===== src/rtl/lvdc_alu_pkg.sv =====
// rtl/lvdc_alu_pkg.sv - op/state encodings and per-op carry preset for the serial ALU
package lvdc_alu_pkg;

    typedef enum logic [2:0] {
        OP_ADD  = 3'b000,
        OP_SUB  = 3'b001,
        OP_RSU  = 3'b010,
        OP_AND  = 3'b011,
        OP_XOR  = 3'b100,
        OP_CLA  = 3'b101,
        OP_RES6 = 3'b110,
        OP_RES7 = 3'b111
    } alu_op_e;

    typedef enum logic [1:0] {
        ST_IDLE = 2'd0,
        ST_RUN  = 2'd1,
        ST_DONE = 2'd2
    } alu_state_e;

    // Subtraction is two's complement: the inverted operand needs a +1 via carry-in.
    function automatic logic carry_preset(input alu_op_e op);
        return (op == OP_SUB) || (op == OP_RSU);
    endfunction

    function automatic logic is_arith(input alu_op_e op);
        return (op == OP_ADD) || (op == OP_SUB) || (op == OP_RSU);
    endfunction

endpackage


===== src/rtl/lvdc_serial_adder.sv =====
// rtl/lvdc_serial_adder.sv - bit-serial full adder with carry flop, input inversion and overflow tap
module lvdc_serial_adder #(
    parameter bit OVF_EN = 1'b0
) (
    input  logic clk,
    input  logic rstn,
    input  logic i_load,
    input  logic i_load_val,
    input  logic i_en,
    input  logic i_a,
    input  logic i_b,
    input  logic i_inv_a,
    input  logic i_inv_b,
    output logic o_sum,
    output logic o_ovf_tap
);

    logic r_carry;
    logic w_a;
    logic w_b;
    logic w_cout;

    assign w_a    = i_a ^ i_inv_a;
    assign w_b    = i_b ^ i_inv_b;
    assign o_sum  = w_a ^ w_b ^ r_carry;
    assign w_cout = (w_a & w_b) | (w_a & r_carry) | (w_b & r_carry);

    always_ff @(posedge clk or negedge rstn) begin
        if (!rstn) begin
            r_carry <= 1'b0;
        end else if (i_load) begin
            r_carry <= i_load_val;
        end else if (i_en) begin
            r_carry <= w_cout;
        end
    end

    // Meaningful only while the MSB is being consumed: carry-in XOR carry-out of that bit.
    generate
        if (OVF_EN) begin : g_ovf
            assign o_ovf_tap = r_carry ^ w_cout;
        end else begin : g_no_ovf
            assign o_ovf_tap = 1'b0;
        end
    endgenerate

endmodule


===== src/rtl/lvdc_serial_alu.sv =====
// rtl/lvdc_serial_alu.sv - bit-serial ALU with word sequencer and end-of-word flags; LVDC_ALU_OVF_EN enables ovf
module lvdc_serial_alu
    import lvdc_alu_pkg::*;
#(
    parameter int WIDTH = 26
) (
    input  logic       clk,
    input  logic       rstn,
    input  logic       start,
    input  logic [2:0] op,
    input  logic       bit_en,
    input  logic       abit,
    input  logic       mbit,
    output logic       rbit,
    output logic       rvalid,
    output logic       busy,
    output logic       done,
    output logic       zero,
    output logic       sign,
    output logic       ovf
);

`ifdef LVDC_ALU_OVF_EN
    localparam bit OVF_EN = 1'b1;
`else
    localparam bit OVF_EN = 1'b0;
`endif

    localparam int             CW   = $clog2(WIDTH);
    localparam logic [CW-1:0]  LAST = CW'(WIDTH - 1);

    alu_state_e    r_state;
    alu_op_e       r_op;
    logic [CW-1:0] r_cnt;
    logic          r_zacc;
    logic          r_rbit;
    logic          r_rvalid;
    logic          r_busy;
    logic          r_done;
    logic          r_zero;
    logic          r_sign;
    logic          r_ovf;

    logic w_accept;
    logic w_step;
    logic w_sum;
    logic w_ovf_tap;
    logic w_res;

    assign w_accept = (r_state == ST_IDLE) && start;
    assign w_step   = (r_state == ST_RUN) && bit_en;

    lvdc_serial_adder #(
        .OVF_EN (OVF_EN)
    ) u_adder (
        .clk        (clk),
        .rstn       (rstn),
        .i_load     (w_accept),
        .i_load_val (carry_preset(alu_op_e'(op))),
        .i_en       (w_step),
        .i_a        (abit),
        .i_b        (mbit),
        .i_inv_a    (r_op == OP_RSU),
        .i_inv_b    (r_op == OP_SUB),
        .o_sum      (w_sum),
        .o_ovf_tap  (w_ovf_tap)
    );

    always_comb begin
        w_res = mbit;
        case (r_op)
            OP_ADD, OP_SUB, OP_RSU: w_res = w_sum;
            OP_AND:                 w_res = abit & mbit;
            OP_XOR:                 w_res = abit ^ mbit;
            default:                w_res = mbit;
        endcase
    end

    always_ff @(posedge clk or negedge rstn) begin
        if (!rstn) begin
            r_state  <= ST_IDLE;
            r_op     <= OP_ADD;
            r_cnt    <= '0;
            r_zacc   <= 1'b0;
            r_rbit   <= 1'b0;
            r_rvalid <= 1'b0;
            r_busy   <= 1'b0;
            r_done   <= 1'b0;
            r_zero   <= 1'b0;
            r_sign   <= 1'b0;
            r_ovf    <= 1'b0;
        end else begin
            r_rvalid <= 1'b0;
            r_done   <= 1'b0;
            case (r_state)
                ST_IDLE: begin
                    if (start) begin
                        r_state <= ST_RUN;
                        r_op    <= alu_op_e'(op);
                        r_cnt   <= '0;
                        r_zacc  <= 1'b1;
                        r_busy  <= 1'b1;
                        r_zero  <= 1'b0;
                        r_sign  <= 1'b0;
                        r_ovf   <= 1'b0;
                    end
                end
                ST_RUN: begin
                    if (bit_en) begin
                        r_rbit   <= w_res;
                        r_rvalid <= 1'b1;
                        if (w_res) begin
                            r_zacc <= 1'b0;
                        end
                        // Flags are taken from the live MSB, not the registered copy.
                        if (r_cnt == LAST) begin
                            r_state <= ST_DONE;
                            r_done  <= 1'b1;
                            r_zero  <= r_zacc & ~w_res;
                            r_sign  <= w_res;
                            r_ovf   <= is_arith(r_op) & w_ovf_tap;
                        end else begin
                            r_cnt <= r_cnt + 1'b1;
                        end
                    end
                end
                ST_DONE: begin
                    r_state <= ST_IDLE;
                    r_busy  <= 1'b0;
                end
                default: begin
                    r_state <= ST_IDLE;
                    r_busy  <= 1'b0;
                end
            endcase
        end
    end

    assign rbit   = r_rbit;
    assign rvalid = r_rvalid;
    assign busy   = r_busy;
    assign done   = r_done;
    assign zero   = r_zero;
    assign sign   = r_sign;
    assign ovf    = r_ovf;

endmodule


===== config.mk =====
export PLATFORM = sky130hd
export DESIGN_NAME = lvdc_serial_alu
export DESIGN_NICKNAME = d
export VERILOG_FILES = /design/src/rtl/lvdc_alu_pkg.sv /design/src/rtl/lvdc_serial_adder.sv /design/src/rtl/lvdc_serial_alu.sv
export SDC_FILE = /design/constraint.sdc
export NUM_CORES = 1
export LEC_CHECK = 0
export ABC_AREA = 1
export ABC_CLOCK_PERIOD_IN_PS = 4200
export CORE_MARGIN = 4
export CORE_UTILIZATION = 45
export CTS_CLUSTER_SIZE = 40
export DETAILED_ROUTE_END_ITERATION = 6
export PLACE_DENSITY = 0.75
export SYNTH_ARGS = -nofsm -noshare
export SYNTH_HDL_FRONTEND = slang
export SYNTH_SLANG_ARGS = --single-unit

===== constraint.sdc =====
create_clock -name clk -period 4.2 [get_ports clk]
set_input_delay 0.42 -clock clk [delete_from_list [all_inputs] [get_ports clk]]
set_output_delay 0.42 -clock clk [all_outputs]
set_load 0.05 [all_outputs]

==> out/qor.csv, run 1 <==
stage;metric;value;unit
min_path;Hold Path Class;reg -> reg;
sta;Final Cycle Share;46.5;%
clock_network;clock tree buffer depth;2;
clock_network;CTS Sinks;18;
place;input/output buffers;14;
setup_path;kind of start point of the critical path;flip-flop;
clock_network;root buffer cell;clkbuf_4;
grt;vias in the first global route;762;
place;DP HPWL;1.41;mm
clock_network;H-tree levels;1;
drt;Pre-antenna DRT Iters;4;
clock_network;post-CTS setup buffer count;0;
sta;Hold Slack;488;ps
synthesis;Seq/Total Area, Yosys;46.2;%
clock_network;TritonCTS Buffers;3;
synthesis;syn_area_per_cell;8.64;µm²
layout;share of layout cells above drive strength 1;14.6;%
die;Die Y;54.6;µm
layout;Core Util, Final;58.9;%
drt;wirelength, routed;1.82;mm
die;core region area;0.00200;mm²
die;die area;0.00298;mm²
synthesis;YS warnings;0;
setup_path;delay-heaviest family, CP;simple AND/OR/NAND/NOR gates;
drt;per-cell routed wire length;11.6;µm
setup_path;Buf+Inv Stages, Crit Path;1;
run;Max-Cap Viols;0;
sta;Slew Viols, Final;0;
synthesis;synth unique cells;27;
sta;Setup TNS;0;ps
clock_network;quantity of gates resized following cts;0;
drt;vias;793;
sta;RSZ-0062 raised after global routing;no;
setup_path;CP most frequent cell;nand2_1;
layout;commonest cells after routing, fill and taps aside;27 x nand2_1, 18 x dfrtp_1, 14 x clkdlybuf4s50_1;
synthesis;Synth Net Count;126;
run_status;status;complete, no violations;
grt;first-pass GRT wire length;3.16;mm
grt;largest net degree at the start of global routing;19;
sta;clk_skew;3.42;ps
setup_path;WP data required;4380;ps
sta;Slew HR;46.7;%
setup_path;CP max-delay cell;fa_1;
synthesis;Yosys reg bits;18;
layout;Storage cell area;450;µm²
setup_path;critical path peak fanout;5;
die;Chip Width;54.6;µm
sta;Max Freq;0.512;GHz
clock_network;CTS tree;done;
layout;Synth-to-Final Area Change;20.8;%
power;leak pwr;0.555;nW
sta;Final setup viols;0;
synthesis;Cell Area, Synth;976;µm²
grt;GRT overflow;0;
setup_path;CP endpoint kind;flip-flop;
clock_network;Worst-Skew Late Latency;290;ps
place;routability cong.;0.815;
sta;Tmin final;1950;ps
setup_path;CP max stage delay;470;ps
layout;nets;144;
sta;Hold Vio Cnt, Final;0;
setup_path;Critical Path AT;2140;ps
die;Initial Utilization;48.8;%
layout;commonest non-fill, non-tap cell in the layout;nand2_1;
setup_path;Setup CP Type;reg -> reg;
power;Power Dens Cells;766;mW/mm²
die;Ports;16;
clock_network;Hold Buf Count CTS;0;
drt;# DRC;0;
grt;Global Route Usage Sum;15.1;%
drt;antenna viol nets, final;0;
die;Cell Rows;16;
sta;Least-Margin Pin Slew;797;ps
drt;vias per cell;5.05;
grt;initial antenna violation count;0;
synthesis;Post-Syn Instances;113;
drt;DRT iter0 DRCs;14;
layout;ANT cells;0;
layout;Layout fillers;177;
clock_network;Clock Pin Slew Worst Setup and Hold Paths;100;ps
setup_path;crit-path cells;nor2_1 -> nand2_1 -> xor2_1 -> inv_1 -> fa_1 -> o21ai_0 -> nand2_1 -> nand3_1 -> nand2_1 -> nand2_1 -> nand2_1 -> nand2_1;
layout;multi-input combinational cell area;458;µm²
power;Peak VDD IR;427;µV
-- stage by stage --
step | instance area [µm²] | worst slack (ps) | total power, mW | std cells
floorplan | 976 | 2440 | 0.681 | 113
global placement | 1140 | 2020 | 0.793 | 153
detailed placement | 1140 | 1950 | 0.803 | 153
CTS | 1180 | 2230 | 0.916 | 157
global route | 1180 | 2050 | 0.995 | 157
finish | 1180 | 2250 | 0.902 | 157
-- layer usage --
layer | part of all wire [%] | up-vias | wire, µm | track usage, %
met2 | 50 | 20 | 901 | 25.5
li1 | - | 392 | - | -
met1 | 44 | 379 | 793 | 18.0
met5 | 0 | - | 0 | 0
met4 | 0.72 | 0 | 13 | 3.73
met3 | 6.1 | 2 | 110 | 5.72
-- power breakdown --
part	internal [mW]	switching, mW	leakage, nW	total, mW
clock network	0.0528	0.0531	0.0210	0.106
logic	0.173	0.316	0.311	0.489
registers	0.249	0.0588	0.223	0.308
total	0.474	0.428	0.555	0.902
-- final cells by class --
| type | instances | area share (%) |
|---|---|---|
| multi-input combinational | 79 | 38.9 |
| sequential | 18 | 38.2 |
| timing repair buffer | 14 | 11.9 |
| inverter | 15 | 5.10 |
| clock buffer | 4 | 3.08 |
| tap | 27 | 2.87 |
-- final timing paths --
check                           startpoint         end  slack, ps  depth (start not counted)
max in group asynchronous             rstn  r_state[0]       3120                          1
worst max register to register     r_op[1]      r_zacc       2250                         12
min in group asynchronous             rstn        zero        580                          1
worst max-delay path               r_op[1]      r_zacc       2250                         12
worst min-delay path                  busy        busy        490                          2
worst min register to register        busy        busy        490                          2
-- sequential cells by signal (all words and copies together), names as in the netlist --
name and flops:
r_cnt 5, r_op 3, r_state 2, busy 1
done 1, r_zacc 1, rbit 1, rvalid 1
sign 1, u_adder.r_carry 1, zero 1
-- synth_stat cells (all sizes together) --
master | n | share of area (%)
a21oi | 3 | 1.5
buf | 1 | 0.77
clkinv | 1 | 0.51
conb | 1 | 0.38
dfrtp | 18 | 46
fa | 1 | 2.1
ha | 3 | 3.8
inv | 14 | 5.6
nand2 | 32 | 16
nand3 | 6 | 3.1
nand4 | 1 | 0.64
nor2 | 13 | 6.8
nor3 | 1 | 0.51
nor3b | 1 | 0.77
o21ai | 8 | 4.1
o31ai | 2 | 1.5
o32ai | 2 | 1.8
or2 | 1 | 0.64
xnor2 | 2 | 1.8
xor2 | 2 | 1.8
-- kinds of logic after synthesis --
kind of cell / count (synthesis) / synth area share [%]
xor+xnor: 4 / 3.59
other cells: 1 / 0.384
flops: 18 / 46.2
fa+ha+maj: 4 / 5.90
compound gates: 15 / 8.97
buf+inv: 16 / 6.92
simple gates: 55 / 28.1
-- worst reg2reg max path, delay by kind of cell, from the launching register on --
family | cells | cell delay [ps]
simple gates | 8 | 640
fa+ha+maj | 1 | 470
flops | 1 | 430
xor+xnor | 1 | 150
buf+inv | 1 | 70
compound gates | 1 | 70
No activity file was read; power rests on OpenSTA's default activity.
==> run 2, diff against run 1 <==
--- a/config.mk
+++ b/config.mk
@@ -6,12 +6,12 @@
 export NUM_CORES = 1
 export LEC_CHECK = 0
 export ABC_AREA = 1
-export ABC_CLOCK_PERIOD_IN_PS = 4200
+export ABC_CLOCK_PERIOD_IN_PS = 1780
 export CORE_MARGIN = 4
 export CORE_UTILIZATION = 45
 export CTS_CLUSTER_SIZE = 40
 export DETAILED_ROUTE_END_ITERATION = 6
-export PLACE_DENSITY = 0.75
+export PLACE_DENSITY = 0.78
 export SYNTH_ARGS = -nofsm -noshare
 export SYNTH_HDL_FRONTEND = slang
 export SYNTH_SLANG_ARGS = --single-unit
==> constraint.sdc (replaced) <==
create_clock -name clk -period 1.78 [get_ports clk]
set_input_delay 0.178 -clock clk [delete_from_list [all_inputs] [get_ports clk]]
set_output_delay 0.178 -clock clk [all_outputs]
set_load 0.05 [all_outputs]
==> run 2 against run 1 <==
Compared with the run above: the run now ends with negative setup slack left; die area unchanged; sequential power increased by 140%; utilization is 4.4 points higher; critical path type unchanged; highest routed layer unchanged.
==> out/qor.csv, run 2 (synthesized netlist as in run 1, its figures left out) <==
stage;metric;value;unit
sta;clk_skew;2.47;ps
place;DP HPWL;1.54;mm
drt;antenna viol nets, final;0;
min_path;Hold Path Class;in -> async;
sta;Final setup viols;4;
sta;Max Freq;0.529;GHz
clock_network;TritonCTS Buffers;3;
drt;per-cell routed wire length;12.4;µm
setup_path;Reg2Reg Depth;12;
layout;ANT cells;0;
place;input/output buffers;14;
layout;max reg flops;5;
place;routability cong.;0.826;
layout;Synth-to-Final Area Change;29.9;%
power;Peak VDD IR;996;µV
sta;Slew Viols, Final;0;
clock_network;Worst-Skew Late Latency;290;ps
drt;DRT iter0 DRCs;13;
drt;Pre-antenna DRT Iters;4;
grt;Global Route Usage Sum;16.9;%
die;core region area;0.00200;mm²
die;Die Y;54.6;µm
clock_network;root buffer cell;clkbuf_4;
setup_path;Setup CP Type;reg -> reg;
setup_path;RR Endpoint;r_zacc;
setup_path;RR Startpoint;r_op[1];
drt;wirelength, routed;2.05;mm
die;die area;0.00298;mm²
grt;largest net degree at the start of global routing;19;
run_status;status;complete, but fails checks;
clock_network;Clock Pin Slew Worst Setup and Hold Paths;100;ps
die;Initial Utilization;48.8;%
layout;Core Util, Final;63.3;%
grt;vias in the first global route;812;
sta;Hold Vio Cnt, Final;0;
die;Cell Rows;16;
clock_network;H-tree levels;1;
layout;Layout Cells excl Fill;165;
layout;commonest cells after routing, fill and taps aside;25 x nand2_1, 18 x dfrtp_1, 14 x clkdlybuf4s50_1;
grt;GRT overflow;0;
setup_path;FF-to-FF setup slack;-110;ps
sta;Tmin final;1890;ps
setup_path;kind of start point of the critical path;flip-flop;
layout;share of layout cells above drive strength 1;25.4;%
drt;# DRC;0;
clock_network;CTS tree;done;
sta;RSZ-0062 raised after global routing;yes;
sta;final setup margin;-109;ps
setup_path;critical path peak fanout;2;
setup_path;WP data required;1960;ps
clock_network;clock tree buffer depth;2;
sta;Hold Slack;204;ps
clock_network;CTS Sinks;18;
power;Power Dens Cells;1880;mW/mm²
drt;vias;802;
place;Post-Place Cells;160;
run;Max-Cap Viols;0;
power;leak pwr;0.601;nW
setup_path;Critical Path AT;2070;ps
grt;first-pass GRT wire length;3.48;mm
layout;top flop regs;r_cnt: 5 flops, r_op: 3 flops, r_state: 2 flops;
sta;Setup TNS;-216;ps
setup_path;CP endpoint kind;flip-flop;
sta;Final Cycle Share;106;%
drt;vias per cell;4.86;
layout;nets;152;
die;Ports;16;
power;overall power;2.38;mW
layout;Top reg by flops;r_cnt;
layout;commonest non-fill, non-tap cell in the layout;nand2_1;
run_status;failing checks;negative setup slack;
die;Chip Width;54.6;µm
grt;initial antenna violation count;0;
run 2: worst max-delay path, stage by stage, from the launching register on:
cell	delay (ps)
dfrtp_1	410
nor2_2	160
nand2_1	90
xor2_1	130
inv_1	60
fa_1	500
o21ai_2	70
nand2_2	80
nand3_2	70
nand2_1	70
nand2_1	50
nand2_1	50
nand2_1	40
run 2: worst max path at each step:
stage	startpoint	to	slack (ps)	cells past startpoint
finish	r_op[1]	r_zacc	-110	12
global route	r_op[1]	r_zacc	-270	12
CTS	r_op[1]	r_zacc	-70	12
detailed placement	mbit	r_zacc	-200	11
global placement	mbit	r_zacc	-130	11
floorplan	r_op[2]	r_zacc	20	12
run 2: per-layer routing:
metal  part of all wire (%)  track usage [%]  vias up
met2                     50             28.7       17
met3                    3.5             3.27        5
met5                      0                0        -
met1                     44             19.6      373
met4                    2.5             9.96        0
li1                       -                -      407
run 2: area by class of cell:
type | count | area (µm²)
clock buffer | 4 | 36.3
fill | 176 | 734
inverter | 15 | 60.1
multi-input combinational | 79 | 487
sequential | 18 | 450
tap | 27 | 33.8
timing repair buffer | 22 | 200
run 2: power by group:
part	internal (mW)	switching, mW	total, mW
clock network	0.125	0.123	0.248
registers	0.587	0.142	0.729
logic	0.547	0.861	1.41
run 2: what timing repair did:
item | 4_1_cts | 5_1_grt
setup buffers | 1 | 0
endpoints found under the setup margin | 4 | 5
pin swaps | 4 | 1
resized for setup | 4 | 5
hold buffers | 0 | 0
run 2: through the flow:
step / setup WS [ps] / cell area, µm²
after CTS: -69.0 / 1250
after detailed placement: -199 / 1190
final: -109 / 1270
after floorplan: 17.1 / 976
after global placement: -129 / 1190
after global routing: -275 / 1270
==> run 3, diff against run 2 <==
--- a/config.mk
+++ b/config.mk
@@ -7,7 +7,6 @@
 export LEC_CHECK = 0
 export ABC_AREA = 1
 export ABC_CLOCK_PERIOD_IN_PS = 1780
-export CORE_MARGIN = 4
 export CORE_UTILIZATION = 45
 export CTS_CLUSTER_SIZE = 40
 export DETAILED_ROUTE_END_ITERATION = 6
==> run 3 against run 2 <==
Compared with the run above: the flow still finishes with violations (negative setup slack); maximum frequency is 2.1% higher; design area is 0.79% lower; utilization is 0.50 points lower; hold slack better by 11 ps; global-route usage is 1.4 points higher; power is 4.6% lower; die area is 21% lower; sequential share of layout area is 0.28 points higher; critical path depth stayed put; sequential power hardly changed; critical path type unchanged; largest cell class unchanged.
==> out/qor.csv, run 3 (synthesized netlist as in run 1, its figures left out) <==
stage;metric;value;unit
setup_path;CP endpoint kind;flip-flop;
layout;commonest non-fill, non-tap cell in the layout;nand2_1;
sta;Hold Vio Cnt, Final;0;
clock_network;H-tree levels;1;
power;leak pwr;0.606;nW
place;Post-Place Setup Slack;-179;ps
clock_network;root buffer cell;clkbuf_4;
grt;Global Route Usage Sum;18.4;%
power;Seq pwr share;32.0;%
sta;Hold Slack;215;ps
layout;commonest cells after routing, fill and taps aside;27 x nand2_1, 18 x dfrtp_1, 14 x clkdlybuf4s50_1;
drt;wirelength, routed;1.93;mm
grt;largest net degree at the start of global routing;19;
die;Initial Utilization;48.8;%
place;routability cong.;0.857;
layout;max reg flops;5;
die;die area;0.00236;mm²
sta;Setup TNS;-138;ps
sta;final setup margin;-69.3;ps
grt;vias in the first global route;794;
power;internal power;1.20;mW
layout;Top reg by flops;r_cnt;
power;overall power;2.28;mW
clock_network;TritonCTS Buffers;3;
grt;first-pass GRT wire length;3.28;mm
run_status;status;complete, but fails checks;
setup_path;kind of start point of the critical path;flip-flop;
sta;Final Cycle Share;104;%
layout;Core Util, Final;62.8;%
sta;Max Freq;0.541;GHz
run;Max-Cap Viols;0;
layout;nets;154;
sta;clk_skew;2.08;ps
setup_path;Reg2Reg Depth;12;
setup_path;crit-path cells;nor2_2 -> nand2_1 -> xor2_1 -> inv_1 -> fa_1 -> o21ai_1 -> nand2_1 -> nand3_2 -> nand2_1 -> nand2_1 -> nand2_1 -> nand2_1;
sta;Tmin final;1850;ps
grt;GRT overflow;0;
clock_network;Clock Pin Slew Worst Setup and Hold Paths;100;ps
setup_path;critical path peak fanout;3;
setup_path;CP max-delay cell;fa_1;
drt;vias;808;
setup_path;CP most frequent cell;nand2_1;
layout;Synth-to-Final Area Change;28.8;%
die;core region area;0.00200;mm²
setup_path;Buf+Inv Stages, Crit Path;1;
setup_path;delay-heaviest family, CP;simple AND/OR/NAND/NOR gates;
clock_network;CTS Sinks;18;
die;Die Y;48.6;µm
drt;per-cell routed wire length;11.6;µm
setup_path;Setup CP Type;reg -> reg;
die;Cell Rows;16;
setup_path;FF-to-FF setup slack;-70;ps
drt;antenna viol nets, final;0;
clock_network;CTS tree;done;
power;switching power;1.08;mW
run_status;failing checks;negative setup slack;
power;Clock Power Share;8.7;%
sta;Final setup viols;2;
die;Chip Width;48.6;µm
power;Logic pwr share;59.3;%
setup_path;instance count on the critical path;12;
setup_path;CP max stage delay;470;ps
layout;top flop regs;r_cnt: 5 flops, r_op: 3 flops, r_state: 2 flops;
drt;Pre-antenna DRT Iters;4;
die;Ports;16;
sta;RSZ-0062 raised after global routing;yes;
drt;# DRC;0;
setup_path;WP data required;1960;ps
drt;DRT iter0 DRCs;10;
place;input/output buffers;14;
grt;initial antenna violation count;0;
place;DP HPWL;1.49;mm
min_path;Hold Path Class;in -> async;
power;Power Dens Cells;1810;mW/mm²
layout;share of layout cells above drive strength 1;23.0;%
power;switching share of power;47.3;%
sta;Slew Viols, Final;0;
drt;vias per cell;4.87;
layout;ANT cells;0;
setup_path;Critical Path AT;2020;ps
clock_network;Worst-Skew Late Latency;290;ps
power;Peak VDD IR;1260;µV
clock_network;clock tree buffer depth;2;
## run 3: final timing paths
check                              from        to
min in group clk                  op[0]   r_op[0]
worst min register to register     zero      zero
worst min-delay path               rstn      zero
max in group asynchronous          rstn  r_cnt[1]
worst max register to register  r_op[2]    r_zacc
worst max-delay path            r_op[2]    r_zacc
## run 3: power by group through the flow
stage	clock network, mW	registers, mW	logic (mW)
after floorplan	0	0.890	0.717
after global placement	0	0.710	1.24
after detailed placement	0	0.726	1.28
after CTS	0.203	0.724	1.33
after global routing	0.221	0.750	1.51
final	0.199	0.728	1.35
## run 3: through the flow
stage               instances  area (µm²)
finish                    166        1260
global route              166        1260
CTS                       165        1240
detailed placement        161        1200
global placement          161        1200
floorplan                 113         976
## run 3: worst reg2reg max path: stages, from the launching register on
cell and delay, ps:
dfrtp_1 430, nor2_2 110, nand2_1 80, xor2_1 150, inv_1 70, fa_1 470
o21ai_1 60, nand2_1 90, nand3_2 70, nand2_1 70, nand2_1 50, nand2_1 50
nand2_1 50
## run 3: area by class of cell
type	instances	area [µm²]
Fill cell	174	744
Multi-Input combinational cell	79	475
Sequential cell	18	450
Timing Repair Buffer	24	215
Inverter	15	60.1
Tap cell	27	33.8
Clock buffer	3	22.5
## run 3: metal layers
metal	wire, µm	vias up	track usage (%)
met5	0	-	0
met4	38	0	8.33
met3	38	4	2.83
met2	952	10	31.7
met1	898	384	22.6
li1	-	410	-
## run 3: what timing repair did
item / 4_1_cts / 5_1_grt
endpoints found under the setup margin: 4 / 4
hold buffers: 0 / 0
resized for setup: 4 / 1
pin swaps: 3 / 2
gates cloned: 0 / 0
buffers inserted: 1 / 1
